$ cat config.mk
export PLATFORM = sky130hd
export DESIGN_NAME = uart_wb_poller
export DESIGN_NICKNAME = d
export VERILOG_FILES = /design/src/rtl/uart_wb_pkg.sv /design/src/rtl/uart_wb_poller_sync_fifo.sv /design/src/rtl/uart_wb_poller.sv
export SDC_FILE = /design/constraint.sdc
export NUM_CORES = 1
export LEC_CHECK = 0
export BUFFER_PORTS_ARGS = -buffer_cell sky130_fd_sc_hd__buf_4
export CAP_MARGIN = 20
export CORE_UTILIZATION = 50
export CTS_CLUSTER_SIZE = 28
export DETAILED_ROUTE_END_ITERATION = 8
export GPL_TIMING_DRIVEN = 0
export PLACE_DENSITY_LB_ADDON = 0.05
export SKIP_CTS_REPAIR_TIMING = 1
export SLEW_MARGIN = 20
export SYNTH_ARGS = -nofsm -noshare
export SYNTH_HDL_FRONTEND = slang
export SYNTH_SLANG_ARGS = --single-unit
$ cat constraint.sdc
create_clock -name clk_i -period 3.7 [get_ports clk_i]
set_clock_uncertainty 0.05 [all_clocks]
set_input_delay 0.555 -clock clk_i [delete_from_list [all_inputs] [get_ports clk_i]]
set_output_delay 0.555 -clock clk_i [all_outputs]
set_load 0.01 [all_outputs]
$ cat src/rtl/uart_wb_pkg.sv
// Shared constants and FSM state type for the UART Wishbone poller.
package uart_wb_pkg;

    localparam logic [7:0] REG_DATA   = 8'h00;
    localparam logic [7:0] REG_STATUS = 8'h04;

    localparam int STAT_RX_READY = 0;
    localparam int STAT_TX_IDLE  = 5;

    typedef enum logic [2:0] {
        IDLE,
        POLL,
        DECIDE,
        RX_RD,
        TX_WR,
        TX_GAP
    } state_e;

endpackage

$ cat src/rtl/uart_wb_poller_sync_fifo.sv
// First-word-fall-through synchronous FIFO; head entry is visible on data_o
// whenever empty_o is low.
module sync_fifo #(
    parameter int WIDTH = 8,
    parameter int DEPTH = 8
) (
    input  logic             clk_i,
    input  logic             rst_i,
    input  logic             push_i,
    input  logic [WIDTH-1:0] data_i,
    input  logic             pop_i,
    output logic [WIDTH-1:0] data_o,
    output logic             full_o,
    output logic             empty_o
);

    localparam int AW = $clog2(DEPTH);
    localparam int CW = AW + 1;

    logic [WIDTH-1:0] mem_q [DEPTH];
    logic [AW-1:0]    wr_ptr_q, wr_ptr_d;
    logic [AW-1:0]    rd_ptr_q, rd_ptr_d;
    logic [CW-1:0]    count_q, count_d;
    logic             do_push, do_pop;

    assign full_o  = (count_q == CW'(DEPTH));
    assign empty_o = (count_q == '0);
    assign data_o  = mem_q[rd_ptr_q];
    assign do_push = push_i & ~full_o;
    assign do_pop  = pop_i & ~empty_o;

    // Pointers wrap naturally because DEPTH is a power of two.
    always_comb begin
        wr_ptr_d = wr_ptr_q;
        rd_ptr_d = rd_ptr_q;
        count_d  = count_q;
        if (do_push) begin
            wr_ptr_d = wr_ptr_q + 1'b1;
        end
        if (do_pop) begin
            rd_ptr_d = rd_ptr_q + 1'b1;
        end
        if (do_push && !do_pop) begin
            count_d = count_q + 1'b1;
        end else if (do_pop && !do_push) begin
            count_d = count_q - 1'b1;
        end
    end

    always_ff @(posedge clk_i) begin
        if (rst_i) begin
            wr_ptr_q <= '0;
            rd_ptr_q <= '0;
            count_q  <= '0;
        end else begin
            wr_ptr_q <= wr_ptr_d;
            rd_ptr_q <= rd_ptr_d;
            count_q  <= count_d;
        end
    end

    always_ff @(posedge clk_i) begin
        if (do_push) begin
            mem_q[wr_ptr_q] <= data_i;
        end
    end

endmodule

$ cat src/rtl/uart_wb_poller.sv
// Wishbone initiator that polls a UART controller's status register, drains
// received bytes into an RX FIFO and feeds TX FIFO bytes to its data register.
module uart_wb_poller
    import uart_wb_pkg::*;
#(
    parameter int          ADDR_WIDTH  = 32,
    parameter int          DATA_WIDTH  = 32,
    parameter logic [31:0] BASE_ADDR   = 32'h1000_0000,
    parameter int          FIFO_DEPTH  = 8,
    parameter int          ACK_TIMEOUT = 255
) (
    input  logic                    clk_i,
    input  logic                    rst_i,
    output logic                    wb_cyc_o,
    output logic                    wb_stb_o,
    input  logic                    wb_ack_i,
    output logic [ADDR_WIDTH-1:0]   wb_adr_o,
    output logic [DATA_WIDTH-1:0]   wb_dat_o,
    input  logic [DATA_WIDTH-1:0]   wb_dat_i,
    output logic [DATA_WIDTH/8-1:0] wb_sel_o,
    output logic                    wb_we_o,
    input  logic                    tx_valid_i,
    output logic                    tx_ready_o,
    input  logic [7:0]              tx_data_i,
    output logic                    rx_valid_o,
    input  logic                    rx_ready_i,
    output logic [7:0]              rx_data_o,
    output logic                    err_o
);

    localparam int SEL_W = DATA_WIDTH / 8;
    localparam logic [ADDR_WIDTH-1:0] ADR_DATA   = ADDR_WIDTH'(BASE_ADDR + 32'(REG_DATA));
    localparam logic [ADDR_WIDTH-1:0] ADR_STATUS = ADDR_WIDTH'(BASE_ADDR + 32'(REG_STATUS));
    localparam logic [7:0] TMO_LAST = 8'(ACK_TIMEOUT - 1);

    state_e                  state_q, state_d;
    logic                    cyc_q, cyc_d;
    logic                    we_q, we_d;
    logic [ADDR_WIDTH-1:0]   adr_q, adr_d;
    logic [DATA_WIDTH-1:0]   dat_q, dat_d;
    logic [SEL_W-1:0]        sel_q, sel_d;
    logic [7:0]              status_q, status_d;
    logic [7:0]              tmo_q, tmo_d;
    logic                    gap_q, gap_d;
    logic                    err_q, err_d;

    logic                    ack_ok, timeout;
    logic                    rx_push, tx_pop;
    logic                    rx_full, rx_empty, tx_full, tx_empty;
    logic [7:0]              tx_head;
    logic                    unused_dat_hi;

    assign unused_dat_hi = ^wb_dat_i;

    // An ack only counts while our own access is outstanding.
    assign ack_ok  = cyc_q & wb_ack_i;
    assign timeout = cyc_q & ~wb_ack_i & (tmo_q == TMO_LAST);

    assign wb_cyc_o   = cyc_q;
    assign wb_stb_o   = cyc_q;
    assign wb_we_o    = we_q;
    assign wb_adr_o   = adr_q;
    assign wb_dat_o   = dat_q;
    assign wb_sel_o   = sel_q;
    assign err_o      = err_q;
    assign tx_ready_o = ~tx_full;
    assign rx_valid_o = ~rx_empty;

    always_ff @(posedge clk_i) begin
        if (rst_i) begin
            state_q  <= IDLE;
            cyc_q    <= 1'b0;
            we_q     <= 1'b0;
            adr_q    <= '0;
            dat_q    <= '0;
            sel_q    <= '0;
            status_q <= '0;
            tmo_q    <= '0;
            gap_q    <= 1'b0;
            err_q    <= 1'b0;
        end else begin
            state_q  <= state_d;
            cyc_q    <= cyc_d;
            we_q     <= we_d;
            adr_q    <= adr_d;
            dat_q    <= dat_d;
            sel_q    <= sel_d;
            status_q <= status_d;
            tmo_q    <= tmo_d;
            gap_q    <= gap_d;
            err_q    <= err_d;
        end
    end

    always_comb begin
        state_d = state_q;
        case (state_q)
            IDLE:   state_d = POLL;
            POLL: begin
                if (timeout)     state_d = IDLE;
                else if (ack_ok) state_d = DECIDE;
            end
            DECIDE: begin
                if (status_q[STAT_RX_READY] && !rx_full)     state_d = RX_RD;
                else if (status_q[STAT_TX_IDLE] && !tx_empty) state_d = TX_WR;
                else                                          state_d = IDLE;
            end
            RX_RD: begin
                if (timeout || ack_ok) state_d = IDLE;
            end
            TX_WR: begin
                if (timeout)     state_d = IDLE;
                else if (ack_ok) state_d = TX_GAP;
            end
            TX_GAP: begin
                if (gap_q) state_d = IDLE;
            end
            default: state_d = IDLE;
        endcase
    end

    always_comb begin
        cyc_d    = cyc_q;
        we_d     = we_q;
        adr_d    = adr_q;
        dat_d    = dat_q;
        sel_d    = sel_q;
        status_d = status_q;
        tmo_d    = cyc_q ? tmo_q + 8'd1 : 8'd0;
        gap_d    = 1'b0;
        err_d    = err_q | timeout;
        rx_push  = 1'b0;
        tx_pop   = 1'b0;

        case (state_q)
            POLL: begin
                if (!cyc_q) begin
                    cyc_d = 1'b1;
                    we_d  = 1'b0;
                    adr_d = ADR_STATUS;
                    dat_d = '0;
                    sel_d = SEL_W'(1);
                end
                if (ack_ok) status_d = wb_dat_i[7:0];
            end
            RX_RD: begin
                if (!cyc_q) begin
                    cyc_d = 1'b1;
                    we_d  = 1'b0;
                    adr_d = ADR_DATA;
                    dat_d = '0;
                    sel_d = SEL_W'(1);
                end
                rx_push = ack_ok;
            end
            TX_WR: begin
                if (!cyc_q) begin
                    cyc_d = 1'b1;
                    we_d  = 1'b1;
                    adr_d = ADR_DATA;
                    dat_d = {{(DATA_WIDTH-8){1'b0}}, tx_head};
                    sel_d = SEL_W'(1);
                end
                tx_pop = ack_ok;
            end
            TX_GAP:  gap_d = ~gap_q;
            default: ;
        endcase

        // Completion or abort: release the bus for at least one idle cycle.
        if (ack_ok || timeout) begin
            cyc_d = 1'b0;
            we_d  = 1'b0;
            sel_d = '0;
        end
    end

    sync_fifo #(
        .WIDTH (8),
        .DEPTH (FIFO_DEPTH)
    ) u_tx_fifo (
        .clk_i   (clk_i),
        .rst_i   (rst_i),
        .push_i  (tx_valid_i),
        .data_i  (tx_data_i),
        .pop_i   (tx_pop),
        .data_o  (tx_head),
        .full_o  (tx_full),
        .empty_o (tx_empty)
    );

    sync_fifo #(
        .WIDTH (8),
        .DEPTH (FIFO_DEPTH)
    ) u_rx_fifo (
        .clk_i   (clk_i),
        .rst_i   (rst_i),
        .push_i  (rx_push),
        .data_i  (wb_dat_i[7:0]),
        .pop_i   (rx_ready_i),
        .data_o  (rx_data_o),
        .full_o  (rx_full),
        .empty_o (rx_empty)
    );

endmodule

==> qor.yml, run 1 <==
status:
  status: "finished with violations"
  violations: "design-rule violations"
cells_and_area:
  final_common_cell: "edfxtp_1"
  drive_above_1_share: 0.310
  nets: 692
  post-route-cell-area_mm2: 0.00906
  mostFrequentLayoutCells: "edfxtp_1 (128), buf_4 (107), conb_1 (57)"
  area_growth_syn_to_layout_pct: 18.8
  diodes: 0
placed_design:
  place.gp.congestion: 0.730
  numPortBuffers: 44
  dpl.hpwl_um: 9720
  placed_cell_area_mm2: 0.00849
run:
  maxCapViolations: 0
worst_setup_path:
  cp_slowest_cell: "or4b_2"
  worst-setup-path-type: "register to register"
  critPathMaxStageDelay_ps: 640
  timing.rr.start: "u_tx_fifo.count_q[0]$_SDFFE_PP0P_"
  critPathRequiredTime_ps: 3960
  crit_path_end_kind: "register"
  worst_ep_arrival_time_ps: 3450
  cp_cell_sequence: "or4b_2, clkbuf_2, nand2_1, inv_1, ha_1, inv_1, ha_1, a21o_1, a21oi_1, mux2i_1, mux2_2"
  startpoint_type: "register"
  crit_fanout: 7
  cp-startpoint: "u_tx_fifo.count_q[0]$_SDFFE_PP0P_"
timing:
  relSlewSlack: 0.339
  slew_violations: 0
  setup_violations: 0
  fmax_mhz: 314
  fin_tns_setup_ps: 0
  period_needed_ps: 3190
  hold_ws_ps: 309
  period_share: 0.861
  finalHoldViolCount: 0
  tightest_slew_ps: 987
  rsz0062_at_grt: "false"
clock_tree:
  clockRootBuffer: "clkbuf_16"
  cts_sinks: 182
  cts_tree: "yes"
  path_clk_slew_ps: 70
  cts_made_buffers: 17
  cts_max_level: 4
  clock_latency_ps: 420
  clockBufferDepth: 2
power_and_ir_drop:
  vdd_drop_max_v: 0.000325
  leakage_nw: 3.37
  cellPowerDensity_mw_per_mm2: 588
detailed_routing:
  ant_nets: 0
  drtPass1Iterations: 8
  wire_per_inst_um: 16.7
  vias: 4223
  routed_wl_um: 13900
  vias_per_cell: 5.09
  drcViolationCount: 6
  first_iter_violations: 319
worst_hold_path:
  hp-class: "input pin to register"
  min-delay-start: "tx_data_i[7]"
synth:
  synth_seq_area_share: 0.646
  netlist_top_cells_area: "edfxtp_1 (50%), dfxtp_1 (14%), mux4_2 (9.5%)"
  yosysUniqueCellTypes: 48
  synth-edff-count: 128
  synth_top_cell_by_area: "edfxtp_1"
  synth-main-ff-cell: "edfxtp_1"
  synth_area_mm2: 0.00762
  avgSynthCellArea_um2: 15.0
  ys_seq_elements: 182
  synth_top_area_frac: 0.504
  yosysWarningCount: 0
  ys_async_sr_fraction: 0
  syn_inst: 508
grt:
  grt_max_degree: 17
  grt_pass1_wl_um: 22100
  use_met3: 0.0402
  grt_overflow: 0
  grt_pass1_vias: 4215
  grt_usage: 0.191
  grt_use_met1: 0.241
  met2_usage: 0.324
  busiest_layer: "met2"
  antenna_found_initial: 0
floorplanning:
  dieArea_mm2: 0.0157
  dieHeight_um: 125
  core-area_mm2: 0.0147
  initial_core_util: 0.519
  io_pins: 127
  num_rows: 44
  die_w_um: 125
[critical path, delay by kind of cell (launching register included)]
family,cells,cell delay [ps]
compound gates,2,360
fa+ha+maj,2,450
buf+inv,3,370
flops,1,360
mux,2,580
simple gates,2,910
[registers in the layout (all words and copies together), names as in the netlist, named ones only]
name                count
wb_cyc_o                1
u_rx_fifo.count_q       4
wb_dat_o                8
u_rx_fifo.mem_q        64
gap_q                   1
wb_sel_o                1
tmo_q                   8
wb_adr_o                2
state_q                 3
u_tx_fifo.mem_q        64
status_q                2
u_tx_fifo.rd_ptr_q      3
err_o                   1
u_rx_fifo.rd_ptr_q      3
wb_we_o                 1
u_rx_fifo.wr_ptr_q      3
u_tx_fifo.wr_ptr_q      3
u_tx_fifo.count_q       4
[Yosys cell counts (2+ instances only)]
cell type    n
a21o_1       2
a21oi_1     14
a221oi_1     2
buf_1        4
buf_2        5
buf_4       58
buf_6        2
clkbuf_1    11
dfxtp_1     54
edfxtp_1   128
fa_1         2
ha_1        12
inv_1        7
mux2_2      10
mux2i_1     15
mux4_2      32
nand2_1     12
nand2b_1     6
nand3_1      9
nand4_1      3
nor2_1      47
nor2b_1      4
nor3_1      11
nor4_1       5
o21a_1       3
o21ai_0      5
o2bb2ai_1    8
or3_1        3
xnor2_1      6
xor2_1      10
[layout make-up]
cell class	count	area, µm²
sequential	182	4920
clock buffer	20	437
buffer	81	544
multi-input combinational	294	2390
tap	184	230
clock inverter	12	130
inverter	7	26.3
timing repair buffer	50	373
fill	1160	5640
[metal layers]
metal	vias up	part of all wire
met5	-	0
met4	0	0.010
met3	12	0.041
met2	93	0.51
met1	2090	0.44
li1	2028	-
[final timing paths]
check	to	slack (ps)	cells past startpoint
worst max-delay path	u_tx_fifo.count_q[3]$_SDFFE_PP0P_	510	11
worst min-delay path	u_tx_fifo.mem_q[2][7]$_DFFE_PP_	310	1
worst max register to register	u_tx_fifo.count_q[3]$_SDFFE_PP0P_	510	11
worst min register to register	wb_dat_o[1]$_SDFFE_PP0P_	420	1
[cell families after synthesis]
kind of cell / synth area share
other: 0.000492
AOI/OAI and AO/OA: 0.0322
and+or+nand+nor: 0.0743
xor gates and xnor gates: 0.0184
adders and majority gates: 0.0249
muxes: 0.129
buffers and inverters: 0.0748
DFF: 0.646
[stage by stage]
stage / setup WS [ps] / power (W) / instances / utilization
after floorplan: 774 / 0.00329 / 564 / -
after global placement: 548 / 0.00361 / 792 / 0.571
after detailed placement: 499 / 0.00367 / 798 / 0.578
after CTS: 489 / 0.00539 / 830 / 0.616
after global routing: 281 / 0.00560 / 830 / 0.616
final: 513 / 0.00533 / 830 / 0.616
[power by group]
part / internal, W / leakage (nW) / switching (W)
clock: 0.000994 / 0.271 / 0.000728
combinational: 0.000579 / 1.51 / 0.000584
sequential: 0.00233 / 1.60 / 0.000111
Power figures use the tool's default switching activity.
==> inputs of run 2 (changes only) <==
--- a/config.mk
+++ b/config.mk
@@ -7,7 +7,10 @@
 export LEC_CHECK = 0
 export BUFFER_PORTS_ARGS = -buffer_cell sky130_fd_sc_hd__buf_4
 export CAP_MARGIN = 20
-export CORE_UTILIZATION = 50
+export CELL_PAD_IN_SITES_DETAIL_PLACEMENT = 1
+export CELL_PAD_IN_SITES_GLOBAL_PLACEMENT = 2
+export CORE_ASPECT_RATIO = 0.5
+export CORE_UTILIZATION = 39
 export CTS_CLUSTER_SIZE = 28
 export DETAILED_ROUTE_END_ITERATION = 8
 export GPL_TIMING_DRIVEN = 0
==> run 2 against run 1 <==
  * The flow now finishes without violations
  * Sequential cell count unchanged
  * Sequential power about the same
  * Maximum frequency down 1.2%
  * Largest cell class unchanged
  * Combinational power about the same
  * Clock power about the same
  * Critical path depth down 1
  * Cell count up 9.2%
  * Critical endpoint is now u_rx_fifo.count_q[3]$_SDFFE_PP0P_
  * Register-to-register slack worse by 40 ps
  * Highest routed layer unchanged
  * Worst setup slack worse by 39 ps
  * Die area up 28%
  * Non-clock buffer count up 1
==> qor.yml, run 2 (synthesis gave the netlist of run 1 again) <==
power_and_ir_drop:
  power_frac_clock: 0.323
  total_power_w: 0.00534
  combPwrFrac: 0.219
  cellPowerDensity_mw_per_mm2: 584
  p_int_w: 0.00387
  swShare: 0.276
  pwr-share-seq: 0.458
  vdd_drop_max_v: 0.000339
  p_switching_w: 0.00147
  leakage_nw: 3.39
clock_tree:
  cts_sinks: 182
  clockRootBuffer: "clkbuf_16"
  cts_made_buffers: 17
  path_clk_slew_ps: 70
  cts_max_level: 4
  cts_tree: "yes"
  clockBufferDepth: 2
  clock_latency_ps: 430
cells_and_area:
  mostFrequentLayoutCells: "edfxtp_1 (128), buf_4 (108), conb_1 (57)"
  final_cells: 906
  area_growth_syn_to_layout_pct: 20.1
  final_common_cell: "edfxtp_1"
  diodes: 0
  fill_cells: 1891
  drive_above_1_share: 0.311
  top_regs: "u_rx_fifo.mem_q: 64 flops, u_tx_fifo.mem_q: 64 flops"
  post-route-cell-area_mm2: 0.00916
  nets: 693
run:
  maxCapViolations: 0
grt:
  grt_pass1_vias: 4288
  grt_pass1_wl_um: 23900
  grt_usage: 0.163
  antenna_found_initial: 0
  grt_overflow: 0
  grt_max_degree: 17
timing:
  fin_ws_ps: 474
  rsz0062_at_grt: "false"
  period_share: 0.872
  fmax_mhz: 310
  relSlewSlack: 0.371
  slew_violations: 0
  setup_violations: 0
  tightest_slew_ps: 940
  period_needed_ps: 3230
  fin_tns_setup_ps: 0
  finalHoldViolCount: 0
worst_setup_path:
  r2r_end: "u_rx_fifo.count_q[3]$_SDFFE_PP0P_"
  worst-setup-path-type: "register to register"
  critPathRequiredTime_ps: 3980
  startpoint_type: "register"
  r2r_slack_ps: 470
  worst_ep_arrival_time_ps: 3500
  rr_worst_depth: 10
  crit_fanout: 6
  crit_path_end_kind: "register"
  timing.rr.start: "u_rx_fifo.count_q[0]$_SDFFE_PP0P_"
detailed_routing:
  drcViolationCount: 0
  vias: 4237
  drtPass1Iterations: 4
  first_iter_violations: 240
  ant_nets: 0
  vias_per_cell: 4.68
  wire_per_inst_um: 16.8
  routed_wl_um: 15200
status:
  status: "complete, no violations"
floorplanning:
  io_pins: 127
  initial_core_util: 0.406
  dieHeight_um: 101
  die_w_um: 200
  core-area_mm2: 0.0188
  num_rows: 35
  dieArea_mm2: 0.0201
placed_design:
  dpl.hpwl_um: 10700
  numPortBuffers: 44
  dpl.cell_count: 874
  placed_cell_area_mm2: 0.00859
  place.gp.congestion: 0.737
  post-place-ws_ps: 463
worst_hold_path:
  min-delay-start: "tx_data_i[7]"
  min_to: "u_tx_fifo.mem_q[0][7]$_DFFE_PP_"
  hp-class: "input pin to register"
  hold_depth: 1
[run 2: cell count changes in the layout (fill, tap and decap cells not counted), moves of 2 or more]
cell        previous run  this run
clkinvlp_4             2         0
clkbuf_16             17        19
bufinv_16              2         0
clkinv_4               2         4
[run 2: metrics by stage]
stage | hold WS, ps | utilization
after floorplan | 380 | -
after global placement | 397 | 0.452
after detailed placement | 399 | 0.457
after CTS | 280 | 0.487
after global routing | 291 | 0.487
final | 304 | 0.487
[run 2: cell type report]
cell class              count  area, µm²  share of cell area
inverters                   7       26.3             0.00287
well taps                 259        324              0.0354
flip-flops and latches    182       4920               0.538
repair buffers             51        380              0.0415
plain buffers              81        544              0.0594
clock inverters            10       68.8             0.00751
multi-input cells         294       2390               0.261
clock buffers              22        497              0.0542
[run 2: power groups by stage]
stage | logic, W | registers (W) | clock network (W)
2_1_floorplan | 0.000816 | 0.00248 | 0
3_3_place_gp | 0.00116 | 0.00249 | 0
3_5_place_dp | 0.00119 | 0.00249 | 0
4_1_cts | 0.00120 | 0.00245 | 0.00178
5_1_grt | 0.00131 | 0.00247 | 0.00184
6_report | 0.00117 | 0.00245 | 0.00173
[run 2: how the worst max path moves through the flow]
stage | start | cells after the start | slack [ps] | endpoint
after floorplan | u_tx_fifo.count_q[0]$_SDFFE_PP0P_ | 11 | 770 | u_tx_fifo.count_q[3]$_SDFFE_PP0P_
after global placement | u_tx_fifo.count_q[0]$_SDFFE_PP0P_ | 11 | 540 | u_tx_fifo.count_q[3]$_SDFFE_PP0P_
after detailed placement | u_rx_fifo.count_q[0]$_SDFFE_PP0P_ | 10 | 460 | u_rx_fifo.count_q[3]$_SDFFE_PP0P_
after CTS | u_rx_fifo.count_q[0]$_SDFFE_PP0P_ | 10 | 450 | u_rx_fifo.count_q[3]$_SDFFE_PP0P_
after global routing | u_tx_fifo.count_q[0]$_SDFFE_PP0P_ | 11 | 270 | u_tx_fifo.count_q[3]$_SDFFE_PP0P_
final | u_rx_fifo.count_q[0]$_SDFFE_PP0P_ | 10 | 470 | u_rx_fifo.count_q[3]$_SDFFE_PP0P_
[run 2: worst max-delay path, stage by stage, from the launching register on]
cell	delay, ps
dfxtp_1	370
or4b_1	660
nand3_1	340
inv_1	170
ha_1	230
inv_1	140
ha_1	250
a21o_1	170
a21oi_1	180
mux2i_1	220
mux2_2	340
[run 2: metal layers]
layer  part of all wire  global-route usage  routed length, µm  up-vias
met2               0.48               0.262               7250       95
li1                   -                   -                  -     2032
met3              0.047              0.0465                714       17
met4              0.014              0.0634                206        0
met5                  0                   0                  0        -
met1               0.46               0.211               7050     2093
